$ cat config.mk
export PLATFORM = sky130hd
export DESIGN_NAME = serial_subtractor
export DESIGN_NICKNAME = d
export VERILOG_FILES = /design/src/rtl/serial_subtractor.sv
export SDC_FILE = /design/constraint.sdc
export NUM_CORES = 1
export LEC_CHECK = 0
export BUFFER_PORTS_ARGS = -buffer_cell sky130_fd_sc_hd__buf_2
export CAP_MARGIN = 0
export CORE_MARGIN = 2
export CORE_UTILIZATION = 45
export DETAILED_ROUTE_END_ITERATION = 10
export PLACE_DENSITY = 0.67
export SYNTH_ARGS = -nofsm -noshare
export SYNTH_HDL_FRONTEND = slang
export SYNTH_SLANG_ARGS = --single-unit
$ cat constraint.sdc
create_clock -name clk -period 2.25 [get_ports clk]
set_input_delay 0.675 -clock clk [delete_from_list [all_inputs] [get_ports clk]]
set_output_delay 0.675 -clock clk [all_outputs]
set_load 0.05 [all_outputs]
$ cat src/rtl/serial_subtractor.sv
// serial_subtractor: bit-serial LSB-first A - B - Bin using one full-subtractor cell; ports clk, rst, start, A, B, Bin -> busy, done, Diff, Bout, V
module serial_subtractor #(
  parameter int WIDTH = 4
) (
  input  logic             clk,
  input  logic             rst,
  input  logic             start,
  input  logic [WIDTH-1:0] A,
  input  logic [WIDTH-1:0] B,
  input  logic             Bin,
  output logic             busy,
  output logic             done,
  output logic [WIDTH-1:0] Diff,
  output logic             Bout,
  output logic             V
);
  localparam int CW = $clog2(WIDTH);
  typedef enum logic [1:0] {IDLE, SUB, DONE} state_t;
  state_t           r_state;
  logic [WIDTH-1:0] r_a, r_b, r_diff;
  logic [CW-1:0]    r_cnt;
  logic             r_br, r_am, r_bm, r_busy, r_done, r_bout, r_v;
  logic             w_d, w_br;
  assign w_d  = r_a[0] ^ r_b[0] ^ r_br;
  assign w_br = (~r_a[0] & r_b[0]) | (~r_a[0] & r_br) | (r_b[0] & r_br);
  assign busy = r_busy;
  assign done = r_done;
  assign Diff = r_diff;
  assign Bout = r_bout;
  assign V    = r_v;
  always_ff @(posedge clk or posedge rst) begin
    if (rst) begin
      r_state <= IDLE;
      r_a     <= '0;
      r_b     <= '0;
      r_diff  <= '0;
      r_cnt   <= '0;
      r_br    <= 1'b0;
      r_am    <= 1'b0;
      r_bm    <= 1'b0;
      r_busy  <= 1'b0;
      r_done  <= 1'b0;
      r_bout  <= 1'b0;
      r_v     <= 1'b0;
    end else begin
      case (r_state)
        IDLE, DONE: begin
          r_done <= 1'b0;
          if (start) begin
            r_a     <= A;
            r_b     <= B;
            r_br    <= Bin;
            r_cnt   <= '0;
            r_am    <= A[WIDTH-1];
            r_bm    <= B[WIDTH-1];
            r_busy  <= 1'b1;
            r_state <= SUB;
          end else begin
            r_state <= IDLE;
          end
        end
        SUB: begin
          r_diff <= {w_d, r_diff[WIDTH-1:1]};
          r_a    <= r_a >> 1;
          r_b    <= r_b >> 1;
          r_br   <= w_br;
          r_cnt  <= r_cnt + 1'b1;
          if (r_cnt == CW'(WIDTH - 1)) begin
            // w_d is the result MSB on this final edge
            r_bout  <= w_br;
            r_v     <= (r_am ^ r_bm) & (r_am ^ w_d);
            r_busy  <= 1'b0;
            r_done  <= 1'b1;
            r_state <= DONE;
          end
        end
        default: r_state <= IDLE;
      endcase
    end
  end
endmodule

# After elaboration in Yosys (flattened, before gate mapping)
# Cells that the tools add are included.
classes:
  reduce_logical: 8
  n_mux: 16
  n_eq_ne: 5
  bitwise_logic: 11
  add_sub_neg: 1
op_table:
  columns: ["operator", "count"]
  rows:
  - ["one-hot mux 4 bit (2 select lines)", 2]
  - ["2-to-1 mux 4 bit", 2]
  - ["one-hot mux 2 bit (2 select lines)", 2]
  - ["AND reduction 2 bit", 4]
  - ["one-hot mux 1 bit (2 select lines)", 3]
  - ["2-to-1 mux 1 bit", 5]
  - ["bitwise AND 1 bit", 4]
  - ["== test 2 bit, second input constant", 2]
  - ["2-to-1 mux 2 bit", 2]
  - ["!= test 2 bit, second input constant", 2]
  - ["XOR 1 bit", 4]
  - ["AND reduction 3 bit", 1]
  - ["adder 2 x 1 -> 2 bit, second input constant", 1]
  - ["== test 2 x 1 -> 1 bit, second input constant", 1]
  - ["zero test 2 bit", 1]
  - ["bitwise OR 1 bit", 2]
  - ["nonzero test 2 bit", 1]
  - ["OR reduction 2 bit", 1]
  - ["inverter 1 bit", 1]
word_totals:
  ff_bits: 23
  inputBits: 12
  elab_cells: 53
  out_inout_bits: 8

# Longest topological paths before layout
# Gate-level depths: netlist (run 1).
logic_depth:
  depth_word: 5
  ltp_mapped: 5
  ltp_nobuf: 5

# Worst setup path before layout (run 1)
# OpenSTA, ideal clock, no wires.
synth_path:
  kind: "in2reg"
  start: "input port start"
  end: "register r_b[0]"
  cell_stages: 5
  path_buffers: 2
  required_ps: 2132
  path_slack_ps: 740
  setup_ps: 118
  t_arrival_ps: 1392
  cell_sequence: "nor2b_1 > buf_6 > buf_6 > a22o_1 > a21o_1"
synth_via:
  elab_chain_cells: 2
synth_rtl:
  columns: ["item", "line", "rtl"]
  rows:
  - ["start, declared", "7", "input logic start,"]
  - ["!= test 2 bit (no line)", null, null]
  - ["AND reduction 2 bit (no line)", null, null]
  - ["end signal, assigned", "65", "r_b <= r_b >> 1;"]
  - ["end, declared", "20", "logic [WIDTH-1:0] r_a, r_b, r_diff;"]
# No other way between the ends.
# A chain may end at the register's enable or synchronous reset.

# Worst setup path after layout (run 1)
layout_path:
  start: "register r_diff[3] (netlist: Diff[3])"
  end: "output port Diff[3]"
layout_rtl:
  columns: ["item", "line", "rtl"]
  rows:
  - ["start, declared", "20", null]
  - ["start signal, assigned", "63", "r_diff <= {w_d, r_diff[WIDTH-1:1]};"]
  - ["end, declared", "13", "output logic [WIDTH-1:0] Diff,"]
# No word-level cell between the ends.

==> results.json, run 1 <==
{
  "seqCellArea_um2": 576,
  "cts-resized-gates": 0,
  "portBuffers": 19,
  "initial_utilization": 0.465,
  "finish.utilization": 0.524,
  "hold_class": "in -> async",
  "gp_congestion": 0.673,
  "cts_buffers": 3,
  "synth_top_family_by_area": "compound AO/OA/AOI/OAI gates",
  "routed_via_density": 5.13,
  "status": "finished, final reports clean",
  "rr_worst_depth": 5,
  "area_growth_pct": 12.7,
  "cts_hold_buffers": 0,
  "cts_buffer_depth": 2,
  "cp_max_fo": 3,
  "synth-xor-area-share": 0,
  "dpl.hpwl_um": 1210,
  "drv_slew": 0,
  "synth_top_area_share": 0.576,
  "grt_overflow": 0,
  "post_cts_buffers": 0,
  "hold_viol": 0,
  "crit_chain": "buf_2",
  "synth_cells": 73,
  "ioPinCount": 20,
  "antenna_cells": 0,
  "avgSynthCellArea_um2": 13.7,
  "ys_ff_latch": 23,
  "syn_area_um2": 998,
  "yosysWarnings": 0,
  "multiInputGateArea_um2": 354,
  "drv_cap": 0,
  "synth.distinct_cells": 23,
  "synth.largest_area_cell": "dfrtp_1",
  "fmax_ghz": 0.613,
  "timing.rr.start": "r_a[0]",
  "crit_type": "reg -> out",
  "layout_common_cells": "dfrtp_1 (23), buf_2 (19), a22o_1 (8)",
  "crit_required_ps": 1570,
  "drive_gt1_frac": 0.400,
  "synth_mux_area_frac": 0.0789,
  "critPathSlowestCell": "dfrtp_1",
  "worst_ep_arrival_time_ps": 960,
  "htreeDepth": 1,
  "power_uw": 1830,
  "clk_latency_ps": 300,
  "tightest_slew_ps": 419,
  "slew_headroom": 0.720,
  "setup_viol": 0,
  "grt_max_degree": 24,
  "die_area_um2": 2610,
  "rows": 17,
  "grt_pass1_vias": 634,
  "vias": 631,
  "yosys.area_share.simple": 0.0764,
  "slowest_delay_ps": 380,
  "dr.pass1.iters": 4,
  "die_w_um": 51.1,
  "synth_fp_nets": 87,
  "seq_area_frac_synth": 0.576,
  "endpoint_kind": "primary output",
  "power_density_nw_per_um2": 1620,
  "reg2reg_slack_ps": 810,
  "path_clk_slew_ps": 120,
  "synthTopCellsByArea": "dfrtp_1 (58%), mux2_2 (7.9%), a22o_1 (7.0%)",
  "fin_crit_ps": 1630,
  "fin_skew_ps": 6.77,
  "fin_tns_setup_ps": 0,
  "cts.sink_count": 23,
  "first_iter_violations": 5,
  "rsz0062_at_grt": "false",
  "ir_worst_vdd_v": 0.000817,
  "layout.nets": 110,
  "drcViolationCount": 0,
  "synth_compound_area_frac": 0.167,
  "antenna_found_initial": 0,
  "finalWirelength_um": 1620,
  "timing.rr.end": "V",
  "start_kind": "flop",
  "ant_nets": 0,
  "cts-root-buf": "clkbuf_4",
  "cts_tree": "done",
  "grt_pass1_wl_um": 2770,
  "finalCritPeriodShare": 0.725,
  "critPathTopFamily": "flip-flops",
  "die_h_um": 51.1,
  "fp.coreArea_um2": 2150,
  "grt_usage": 0.144,
  "synthAdderAreaFrac": 0.0326,
  "routedWlPerCell_um": 13.2,
  "fill_cells": 201,
  "final_common_cell": "dfrtp_1",
  "cp.buffers_inverters": 1,
  "p_leak_uw": 0.000583
}
## final cells by class
type                            count  area share
Tap cell                           28      0.0311
Sequential cell                    23       0.512
Clock inverter                      1     0.00445
Inverter                            4      0.0133
Timing Repair Buffer               22       0.105
Multi-Input combinational cell     42       0.315
Clock buffer                        3      0.0200
## cell families (layout without fill, tap and decap cells)
kind of cell / after synthesis / count (layout)
AOI/OAI and AO/OA: 21 / 21
DFF: 23 / 23
and+or+nand+nor: 12 / 12
buffers and inverters: 8 / 30
adders and majority gates: 2 / 2
muxes: 7 / 7
## state kept, by name, indices dropped and copies added, names as in the netlist
register  flops
V             1
r_b           4
Bout          1
r_a           4
busy          1
done          1
r_br          1
r_am          1
r_state       2
r_cnt         2
r_bm          1
Diff          4
## Yosys cell counts, drive strengths merged
library cell and number:
ha 1, dfrtp 23, nand3b 1, nor2b 3, nor3 1, nand2 1
a21oi 2, buf 4, inv 4, a221o 1, a22o 9, nor2 5
o21a 1, mux2 7, nor3b 1, o21ai 1, a21o 7, fa 1
## where the power goes
| group | switching [uW] | total [uW] | internal [uW] |
|---|---|---|---|
| sequential | 110 | 718 | 608 |
| combinational | 547 | 925 | 378 |
| clock | 118 | 184 | 66.2 |
## per-layer routing
| layer | global-route usage | vias to the layer above | wire (um) | part of all wire |
|---|---|---|---|---|
| met4 | 0.0676 | 0 | 10 | 0.0062 |
| met1 | 0.189 | 314 | 746 | 0.46 |
| met5 | 0 | - | 0 | 0 |
| li1 | - | 303 | - | - |
| met3 | 0.0292 | 2 | 71 | 0.044 |
| met2 | 0.227 | 12 | 794 | 0.49 |
## per-stage QoR
stage / area [um^2] / instances / hold WS (ps) / worst slack (ps)
after global routing: 1120 / 123 / 395 / 571
final: 1120 / 123 / 378 / 620
after global placement: 1100 / 119 / 464 / 577
after detailed placement: 1100 / 119 / 467 / 573
after floorplan: 998 / 73 / 450 / 740
after CTS: 1120 / 123 / 381 / 596
## how the worst max path moves through the flow
| stage | start | to | slack, ps | depth (start not counted) |
|---|---|---|---|---|
| final | Diff[3] | Diff[3] | 620 | 1 |
| after global routing | Diff[3] | Diff[3] | 570 | 1 |
| after CTS | Diff[3] | Diff[3] | 600 | 1 |
| after detailed placement | start | r_cnt[0] | 570 | 5 |
| after global placement | start | r_cnt[0] | 580 | 5 |
| after floorplan | start | r_b[0] | 740 | 5 |
Power figures use the tool's default switching activity.
==> inputs of run 2 (changes only) <==
- PLACE_DENSITY: 0.67 -> 0.7
- clock period: 2.25 -> 1.4 ns (I/O delays scaled with it)
==> results.json, run 2 (synthesized netlist as in run 1, its figures left out) <==
{
  "place_area_um2": 1140,
  "gp_congestion": 0.727,
  "layout.nets": 114,
  "crit_required_ps": 1600,
  "initial_utilization": 0.465,
  "drv_cap": 0,
  "fin_crit_ps": 1370,
  "rsz0062_at_grt": "true",
  "seqCellArea_um2": 576,
  "hold_class": "in -> async",
  "htreeDepth": 1,
  "hold_viol": 0,
  "cts_buffer_depth": 2,
  "status": "finished, final reports clean",
  "setup_viol": 0,
  "die_h_um": 51.1,
  "dp.cells": 123,
  "slew_headroom": 0.738,
  "reg2reg_slack_ps": 30,
  "finalCritPeriodShare": 0.979,
  "cp_max_fo": 3,
  "ant_nets": 0,
  "fmax_ghz": 0.730,
  "endpoint_kind": "flop",
  "critPathTopFamily": "adder cells",
  "grt_max_degree": 24,
  "path_clk_slew_ps": 130,
  "routed.top_layer": "met4",
  "cts_buffers": 3,
  "multiInputGateArea_um2": 364,
  "power_uw": 3130,
  "wl_met2_um": 722,
  "drv_slew": 0,
  "fin_ws_ps": 29.5,
  "crit_type": "reg -> reg",
  "wirelength_met1_um": 759,
  "fin_skew_ps": 9.43,
  "stdcell_count": 127,
  "worst_ep_arrival_time_ps": 1570,
  "fp.coreArea_um2": 2150,
  "dpl.hpwl_um": 1180,
  "cts-root-buf": "clkbuf_4",
  "portBuffers": 19,
  "dr_wl_met3_um": 79,
  "vias": 636,
  "area_growth_pct": 18.9,
  "antenna_cells": 0,
  "finalWirelength_um": 1570,
  "slowest_delay_ps": 610,
  "grt_usage": 0.142,
  "rows": 17,
  "critPathSlowestCell": "fa_2",
  "die_area_um2": 2610,
  "cts.sink_count": 23,
  "drive_gt1_frac": 0.455,
  "drcViolationCount": 0,
  "ir_worst_vdd_v": 0.00125,
  "cp.buffers_inverters": 1,
  "die_w_um": 51.1,
  "grt_pass1_vias": 665,
  "crit_chain": "inv_1 > fa_2 > nor3b_2 > a21oi_1 > o21ai_1",
  "routed_via_density": 5.01,
  "start_kind": "flop",
  "cts_hold_buffers": 0,
  "grt_overflow": 0,
  "antenna_found_initial": 0,
  "place_ws_ps": -39.5,
  "dr.pass1.iters": 2,
  "layout_common_cells": "dfrtp_1 (23), buf_2 (15), a22o_1 (8)",
  "ioPinCount": 20,
  "tightest_slew_ps": 392,
  "p_leak_uw": 0.000611,
  "grt_pass1_wl_um": 2790,
  "post_cts_buffers": 0,
  "cts_tree": "done",
  "clk_latency_ps": 300,
  "stdcell_area_um2": 1190,
  "first_iter_violations": 3,
  "routedWlPerCell_um": 12.4,
  "final_common_cell": "dfrtp_1",
  "fill_cells": 189,
  "power_density_nw_per_um2": 2640
}
[run 2: routing by layer]
layer  vias to the layer above  global-route usage
met5                         -                   0
li1                        311                   -
met4                         0              0.0676
met1                       309               0.193
met2                        14               0.225
met3                         2              0.0205
[run 2: worst paths after layout]
| path | start | endpoint | depth (start not counted) |
|---|---|---|---|
| worst max-delay path | r_a[0] | V | 5 |
| worst min-delay path | rst | r_br | 3 |
| worst max register to register | r_a[0] | V | 5 |
| worst min register to register | r_a[2] | r_a[2] | 1 |
| max in group asynchronous | rst | r_state[1] | 3 |
| min in group clk | A[0] | r_a[0] | 2 |
[run 2: what timing repair did]
action | CTS | global route
resized for setup | 2 | 6
pin swaps | 2 | 0
setup endpoints to repair | 1 | 7
[run 2: worst register-to-register path, cell delays in order (launching register included)]
cell	delay, ps
dfrtp_1	340
inv_1	60
fa_2	610
nor3b_2	50
a21oi_1	120
o21ai_1	70
[run 2: cell type report]
type,instances,share of cell area
flip-flops and latches,23,0.485
multi-input cells,42,0.307
clock inverters,1,0.00421
clock buffers,3,0.0190
well taps,28,0.0295
repair buffers,26,0.143
inverters,4,0.0126
[run 2: stage by stage]
stage | hold slack, ps | util | setup TNS, ps
after floorplan | 422 | - | 0
after global placement | 463 | 0.531 | -21.8
after detailed placement | 466 | 0.531 | -81.2
after CTS | 130 | 0.546 | 0
after global routing | 154 | 0.553 | -73.2
final | 124 | 0.553 | 0
[run 2: power breakdown]
part / switching (uW) / internal [uW]
logic: 909 / 767
registers: 183 / 977
clock network: 192 / 106
total: 1280 / 1850
==> inputs of run 3 (changes only) <==
- PLACE_DENSITY: 0.7 -> unset
- PLACE_DENSITY_LB_ADDON: unset -> 0.25
==> results.json, run 3 (synthesized netlist as in run 1, its figures left out) <==
{
  "pwr-share-seq": 0.368,
  "fill_cells": 180,
  "die_w_um": 51.1,
  "combPwrFrac": 0.540,
  "p_leak_uw": 0.000596,
  "ant_nets": 0,
  "initial_utilization": 0.465,
  "hold_viol": 0,
  "multiInputGateArea_um2": 368,
  "vias": 630,
  "drive_gt1_frac": 0.454,
  "hold_class": "in -> async",
  "path_clk_slew_ps": 120,
  "endpoint_kind": "primary output",
  "crit_chain": "buf_2",
  "internal_power_uw": 1860,
  "rows": 17,
  "drv_slew": 0,
  "die_area_um2": 2610,
  "gp_congestion": 0.674,
  "start_kind": "flop",
  "cts_tree": "done",
  "routedWlPerCell_um": 12.6,
  "htreeDepth": 1,
  "cp_max_fo": 2,
  "antenna_cells": 0,
  "tightest_slew_ps": 289,
  "cts-root-buf": "clkbuf_4",
  "cts.sink_count": 23,
  "finish.utilization": 0.543,
  "layout.nets": 112,
  "cts_buffer_depth": 2,
  "worst_ep_arrival_time_ps": 920,
  "setup_viol": 0,
  "drcViolationCount": 0,
  "stdcell_count": 125,
  "clock_power_share": 0.092,
  "ioPinCount": 20,
  "area_growth_pct": 16.9,
  "grt_overflow": 0,
  "cts_buffers": 3,
  "power_switching_share": 0.413,
  "timing.hold.ws_ps": 133,
  "grt_usage": 0.148,
  "power_density_nw_per_um2": 2710,
  "dp.cells": 121,
  "dpl.hpwl_um": 1190,
  "layout_common_cells": "dfrtp_1 (23), buf_2 (16), a22o_1 (8)",
  "die_h_um": 51.1,
  "fin_skew_ps": 4.73,
  "critPathTopFamily": "flip-flops",
  "status": "finished, final reports clean",
  "power.switching_uw": 1310,
  "drv_cap": 0,
  "clk_latency_ps": 300,
  "post_cts_buffers": 0,
  "fp.coreArea_um2": 2150,
  "slew_headroom": 0.807,
  "fin_crit_ps": 1340,
  "crit_required_ps": 980,
  "crit_type": "reg -> out",
  "first_iter_violations": 3,
  "slowest_delay_ps": 360,
  "grt_pass1_vias": 641,
  "dr.pass1.iters": 4,
  "cp.buffers_inverters": 1,
  "finalCritPeriodShare": 0.960,
  "portBuffers": 19,
  "critPathSlowestCell": "dfrtp_1",
  "grt_pass1_wl_um": 2810,
  "seqCellArea_um2": 576,
  "rsz0062_at_grt": "true",
  "antenna_found_initial": 0,
  "finalWirelength_um": 1570,
  "grt_max_degree": 24,
  "fmax_ghz": 0.744,
  "routed_via_density": 5.04,
  "final_common_cell": "dfrtp_1",
  "ir_worst_vdd_v": 0.00138
}
[run 3: what timing repair did]
action                                  4_1_cts  5_1_grt
pin swaps                                     1        2
hold buffers                                  0        0
endpoints found under the setup margin        1       11
resized for setup                             3        8
[run 3: per-layer routing]
metal  global-route usage  vias to the layer above  wire (um)
met5                    0                        -          0
met4               0.0676                        0          0
met3               0.0351                        0         63
met2                0.229                       16        755
met1                0.195                      308        752
li1                     -                      306          -
[run 3: power groups by stage]
stage,registers [uW],clock network (uW),logic (uW)
finish,1170,292,1710
global placement,1160,0,1590
detailed placement,1170,0,1610
global route,1200,331,1870
CTS,1170,306,1650
floorplan,1520,0,960
[run 3: final timing paths]
check | start | end | slack, ps | cells after the start
min | rst | done | 130 | 3
max | Bout | Bout | 60 | 1
max reg2reg | r_a[0] | V | 60 | 5
min reg2reg | r_a[2] | r_a[2] | 490 | 1
min in group clk | B[3] | r_b[3] | 350 | 2
max in group asynchronous | rst | r_b[0] | 1040 | 3
[run 3: through the flow]
stage / total power, uW / setup slack [ps] / TNS (ps) / area [um^2]
after floorplan: 2480 / 91.9 / 0 / 998
after global placement: 2750 / -17.0 / -86.4 / 1110
after detailed placement: 2780 / -47.8 / -237 / 1110
after CTS: 3130 / 0.0296 / 0 / 1150
after global routing: 3400 / 1.05 / 0 / 1170
final: 3170 / 55.3 / 0 / 1170
[run 3: area by class of cell]
class | instances | area share
multi-input combinational | 42 | 0.315
clock buffer | 4 | 0.0225
tap | 28 | 0.0300
inverter | 4 | 0.0129
sequential | 23 | 0.493
timing repair buffer | 24 | 0.126
